## src/rtl/fetch_stage.sv

```systemverilog
// Instruction-fetch stage and IF/ID register for the 5-stage MIPS pipeline.
// Talks to a variable-latency req/ack instruction memory and buffers one response across decode stalls.
module fetch_stage #(
    parameter int                ADDR_W   = 32,
    parameter int                DATA_W   = 32,
    parameter logic [ADDR_W-1:0] RESET_PC = '0
) (
    input  logic              clk,
    input  logic              rst,
    input  logic              stall_pc,
    input  logic              stall_decode,
    input  logic              pcsrc_decode,
    input  logic [ADDR_W-1:0] branch_target_decode,
    output logic              imem_req,
    output logic [ADDR_W-1:0] imem_addr,
    input  logic              imem_ack,
    input  logic [DATA_W-1:0] imem_rdata,
    output logic [DATA_W-1:0] instr_decode,
    output logic [ADDR_W-1:0] pcplus4_decode,
    output logic              valid_decode,
    output logic [ADDR_W-1:0] pc_fetch
);

    typedef enum logic [1:0] {IDLE, FETCH, HOLD, DRAIN} state_t;

    state_t            state_q, state_d;
    logic [ADDR_W-1:0] pc_q, pc_d;
    logic [ADDR_W-1:0] req_addr_q, req_addr_d;
    logic [DATA_W-1:0] instr_q, instr_d;
    logic [ADDR_W-1:0] pcplus4_q, pcplus4_d;
    logic              valid_q, valid_d;
    logic [DATA_W-1:0] buf_instr_q, buf_instr_d;
    logic [ADDR_W-1:0] buf_pcplus4_q, buf_pcplus4_d;

    logic              stall;
    logic              redirect;
    logic [ADDR_W-1:0] target;
    logic [ADDR_W-1:0] pc_plus4;

    always_ff @(posedge clk or posedge rst) begin
        if (rst) begin
            state_q       <= IDLE;
            pc_q          <= RESET_PC;
            req_addr_q    <= RESET_PC;
            instr_q       <= '0;
            pcplus4_q     <= '0;
            valid_q       <= 1'b0;
            buf_instr_q   <= '0;
            buf_pcplus4_q <= '0;
        end else begin
            state_q       <= state_d;
            pc_q          <= pc_d;
            req_addr_q    <= req_addr_d;
            instr_q       <= instr_d;
            pcplus4_q     <= pcplus4_d;
            valid_q       <= valid_d;
            buf_instr_q   <= buf_instr_d;
            buf_pcplus4_q <= buf_pcplus4_d;
        end
    end

    always_comb begin
        stall         = stall_pc | stall_decode;
        redirect      = pcsrc_decode & ~stall;
        target        = branch_target_decode & ~ADDR_W'(3);
        pc_plus4      = pc_q + ADDR_W'(4);

        state_d       = state_q;
        pc_d          = pc_q;
        req_addr_d    = req_addr_q;
        buf_instr_d   = buf_instr_q;
        buf_pcplus4_d = buf_pcplus4_q;
        instr_d       = instr_q;
        pcplus4_d     = pcplus4_q;
        valid_d       = valid_q;

        // Unstalled IF/ID defaults to a bubble; this also performs the redirect flush.
        if (!stall) begin
            instr_d   = '0;
            pcplus4_d = '0;
            valid_d   = 1'b0;
        end

        case (state_q)
            IDLE: begin
                state_d = FETCH;
                if (redirect) begin
                    pc_d       = target;
                    req_addr_d = target;
                end
            end
            FETCH: begin
                if (redirect) begin
                    pc_d = target;
                    // req_addr must stay put until the outstanding request is acked.
                    if (imem_ack) req_addr_d = target;
                    else          state_d    = DRAIN;
                end else if (imem_ack) begin
                    if (stall) begin
                        buf_instr_d   = imem_rdata;
                        buf_pcplus4_d = pc_plus4;
                        state_d       = HOLD;
                    end else begin
                        instr_d    = imem_rdata;
                        pcplus4_d  = pc_plus4;
                        valid_d    = 1'b1;
                        pc_d       = pc_plus4;
                        req_addr_d = pc_plus4;
                    end
                end
            end
            HOLD: begin
                if (redirect) begin
                    pc_d          = target;
                    req_addr_d    = target;
                    buf_instr_d   = '0;
                    buf_pcplus4_d = '0;
                    state_d       = FETCH;
                end else if (!stall) begin
                    instr_d       = buf_instr_q;
                    pcplus4_d     = buf_pcplus4_q;
                    valid_d       = 1'b1;
                    pc_d          = buf_pcplus4_q;
                    req_addr_d    = buf_pcplus4_q;
                    buf_instr_d   = '0;
                    buf_pcplus4_d = '0;
                    state_d       = FETCH;
                end
            end
            DRAIN: begin
                if (redirect) pc_d = target;
                if (imem_ack) begin
                    req_addr_d = redirect ? target : pc_q;
                    state_d    = FETCH;
                end
            end
            default: state_d = IDLE;
        endcase
    end

    assign imem_req       = (state_q == FETCH) || (state_q == DRAIN);
    assign imem_addr      = req_addr_q;
    assign instr_decode   = instr_q;
    assign pcplus4_decode = pcplus4_q;
    assign valid_decode   = valid_q;
    assign pc_fetch       = pc_q;

endmodule

```

## config.mk

```make
export PLATFORM = sky130hd
export DESIGN_NAME = fetch_stage
export DESIGN_NICKNAME = d
export VERILOG_FILES = /design/src/rtl/fetch_stage.sv
export SDC_FILE = /design/constraint.sdc
export NUM_CORES = 1
export LEC_CHECK = 0
export CORE_MARGIN = 2
export CORE_UTILIZATION = 53
export DETAILED_ROUTE_END_ITERATION = 10
export PLACE_DENSITY = 0.79
export SETUP_SLACK_MARGIN = 0.15
export SYNTH_ARGS = -nofsm -noshare
export SYNTH_HDL_FRONTEND = slang
export SYNTH_SLANG_ARGS = --single-unit
export TNS_END_PERCENT = 100
```

## constraint.sdc

```tcl
create_clock -name clk -period 9 [get_ports clk]
set_clock_uncertainty 0.15 [all_clocks]
set_input_delay 2.7 -clock clk [delete_from_list [all_inputs] [get_ports clk]]
set_output_delay 2.7 -clock clk [all_outputs]
set_load 0.05 [all_outputs]
```

==> results by group <==
Pwr
  • P per Cell Area: 371 mW/mm^2
  • Leak Pwr: 5.51 nW
  • Clk pwr share: between 15 and 20%
  • Max rail drop VDD: slightly below 0.2 mV
  • Sw Ratio: approximately half
  • Logic pwr share: ~54%
  • Share of power burned in registers: 29.6%
  • Switch Pwr: 2.59 mW
  • P_int: 2.43 mW

CTS
  • Post-CTS Setup Bufs: 0
  • Resized cells post-CTS: 0
  • TritonCTS buffer count: 17
  • Clk sinks: slightly below 200
  • Max clock buf depth: 2
  • Clk slew on worst S/H paths: 0.09 ns
  • Clock Latency Late Sink: 0.45 ns
  • CTS tree: done
  • H-tree levels: 4
  • CTS root buf: clkbuf_16
  • Hold buffers post-CTS: 0

GRT
  • Global-route wire length before repair: a little under 60000 microns
  • Largest net degree at the start of global routing: 136
  • GR Overflow Total: 0
  • Total Routing Usage GR: 34.0%
  • Number of global-route vias before repair: 10400
  • Initial antenna violation count: 0

Worst setup path
  • CP required: 9.19 ns
  • Element type at the critical path end: flop
  • Crit Path Max Fanout: 72
  • Setup CP Type: input port to flop
  • R2r endpoint: buf_pcplus4_q[2]
  • R2R depth: 8
  • Worst Setup Start Kind: input port
  • Critical R2R Launch: state_q[1]
  • CP arrival: 6.18 ns
  • Reg2reg setup slack: roughly 5.6 ns

Timing
  • Hold WS: 0.335 ns
  • Worst-Margin Slew: 1.03 ns
  • Relative slew slack: a little under a third
  • Final Hold Fails: 0
  • Setup WS post-layout: 3.02 ns
  • Setup-failing EPs final: 0
  • RSZ-0062 raised after global routing: no
  • Min Tclk post-route: ~6 ns
  • Maximum clock rate: 167 MHz
  • Setup TNS: 0 ns
  • Final Max Tran Viols: 0
  • Post-route clock period utilization: 66.5%

Min path
  • Worst Hold Class: flop to flop
  • Worst hold path depth: 2
  • WHS Endpoint: imem_addr[0]
  • Hold Crit Start: imem_addr[0]

Place
  • HPWL after DPL: 23200 microns
  • Pre-CTS setup slack: 2.67 ns
  • Placement Cell Area: 0.0129 sq mm
  • RD Place Congestion: 0.945
  • I/O Buffers: between 150 and 200

Route
  • Wire per inst: between 20 and 25 microns
  • DR pass1 iterations: 6
  • Post-Route WL: 37100 microns
  • Detail Route Antenna Nets: 0
  • Via-to-Cell Ratio: 6.52
  • Initial DRC Count: 1839
  • Routed via count: roughly 11000
  • Drt drc: 0

Floorplan
  • Core ar.: 0.0202 sq mm
  • Core Rows: 52
  • Total die area: ~0.022 sq mm
  • I/O Pins: 200
  • Starting density of the core: 53.7%
  • Die Y: 147 microns
  • Die span in x: 147 microns

Outcome
  • Status: finished, final reports clean

Synthesis
  • Distinct cell type count after synthesis: 68
  • EDFF count, synth: 0
  • Most used DFF post-synth: dfrtp_1
  • Sequential share of the synthesized area: 45.1%
  • Synthesized flop and latch total: 195
  • Post-synth ARST share: 100%
  • Mapped Area: between 0.01 and 0.015 sq mm
  • Syn. warnings: 0
  • Syn Nets: 1372
  • Syn_area_per_cell: between 8 and 9 sq um
  • Syn Inst Count: 1296

Final layout
  • Share of cells above drive strength 1: 5.46%
  • Final Cell Area: ~0.014 sq mm
  • Sequential Area: 0.00488 sq mm
  • Footprint of the multi-input gates: approximately 0.0055 sq mm
  • Layout area overhead: 25.2%
  • Fillers: 1624
  • N_diodes: 0
  • Layout Nets: 1491

Run
  • Max cap viols: 0
## area by class of cell
class	instances	share of cell area, %
multi-input cells	962	40.3
flip-flops and latches	195	36.0
repair buffers	220	15.8
clock buffers	17	3.14
well taps	270	2.49
clock inverters	15	1.63
inverters	19	0.582
## cells in the mapped netlist, drive strengths merged (4+ instances only)
| master | count | area, sq um |
|---|---|---|
| or3 | 4 | 25.0 |
| inv | 19 | 71.3 |
| nor4 | 9 | 56.3 |
| buf | 13 | 68.8 |
| a221oi | 17 | 155 |
| and2 | 17 | 106 |
| o22ai | 15 | 93.8 |
| and3 | 9 | 56.3 |
| mux2i | 10 | 100 |
| nor2 | 80 | 300 |
| a21o | 8 | 60.1 |
| and4 | 4 | 35.0 |
| nand4 | 7 | 43.8 |
| o22a | 4 | 35.0 |
| xnor2 | 18 | 158 |
| o31ai | 9 | 67.6 |
| dfrtp | 195 | 4880 |
| o21a | 6 | 45.0 |
| a22oi | 67 | 503 |
| a211o | 4 | 35.0 |
| a31oi | 13 | 81.3 |
| a2111oi | 4 | 35.0 |
| o211ai | 6 | 45.0 |
| o21ai | 168 | 841 |
| nor3 | 12 | 70.1 |
| nand2 | 211 | 792 |
| o32ai | 5 | 43.8 |
| xor2 | 8 | 70.1 |
| o221ai | 5 | 43.8 |
| a21oi | 89 | 445 |
| ha | 6 | 75.1 |
| a22o | 10 | 87.6 |
| nand2b | 5 | 31.3 |
| mux2 | 4 | 45.0 |
| nand3 | 84 | 433 |
| clkbuf | 107 | 402 |
## flip-flops by register name (all words and copies together) (netlist names)
register / flops
pc_fetch: 32
imem_addr: 32
buf_pcplus4_q: 32
valid_decode: 1
buf_instr_q: 32
instr_decode: 32
pcplus4_decode: 32
state_q: 2
## power by group through the flow
| stage | sequential, mW | clock [mW] | combinational [mW] |
|---|---|---|---|
| 2_1_floorplan | 1.90 | 0 | 1.32 |
| 3_3_place_gp | 1.48 | 0 | 2.59 |
| 3_5_place_dp | 1.49 | 0 | 2.64 |
| 4_1_cts | 1.48 | 0.830 | 2.65 |
| 5_1_grt | 1.53 | 0.862 | 2.87 |
| 6_report | 1.49 | 0.829 | 2.70 |
## kinds of logic (layout without fill, tap and decap cells)
logic type | after synthesis | in the layout | synth area share (%)
compound gates | 462 | 462 | 26.9
simple gates | 454 | 454 | 18.9
flops | 195 | 195 | 45.1
buf+inv | 139 | 271 | 5.00
xor+xnor | 26 | 26 | 2.10
mux | 14 | 14 | 1.34
fa+ha+maj | 6 | 6 | 0.693
## worst max-delay path: stages
cell and delay (ns):
clkdlybuf4s50_1 0.81, or3b_4 0.76, nand2_1 0.19, nand3_1 0.63, buf_4 0.51, nor2_1 0.25
o211ai_1 0.15, o311a_1 0.15
## metal layers
layer  part of all wire (%)  vias up  global-route usage [%]
met3                     12      109                    8.79
met1                     40     5267                    48.7
met5                      0        -                       0
li1                       -     4934                       -
met2                     44      767                    49.8
met4                    3.6        0                    13.4
## per-stage QoR
stage / total power, mW / cells / utilization (%)
finish: 5.02 / 1698 / 67.2
global route: 5.26 / 1698 / 67.2
CTS: 4.96 / 1698 / 67.2
detailed placement: 4.13 / 1666 / 64.0
global placement: 4.06 / 1666 / 64.0
floorplan: 3.22 / 1296 / -
## worst max-delay path by stage
stage                       startpoint              to  slack (ns)  cells past startpoint
after floorplan                    rst  buf_instr_q[0]        0.84                      1
after global placement    pcsrc_decode   imem_addr[10]        2.71                      8
after detailed placement  pcsrc_decode   imem_addr[19]        2.67                      8
after CTS                 pcsrc_decode   imem_addr[19]        3.13                      8
after global routing      pcsrc_decode   imem_addr[13]        2.97                      8
final                     pcsrc_decode   imem_addr[19]        3.02                      8
## cells in the final DEF (no fill, tap or decap), types with 18 or more instances in the layout
| cell | count |
|---|---|
| a22oi_1 | 67 |
| o21ai_0 | 168 |
| xnor2_1 | 18 |
| clkdlybuf4s50_1 | 197 |
| nor2_1 | 80 |
| nand2_1 | 210 |
| a21oi_1 | 89 |
| nand3_1 | 83 |
| dfrtp_1 | 195 |
| buf_4 | 23 |
Power figures use the tool's default switching activity.
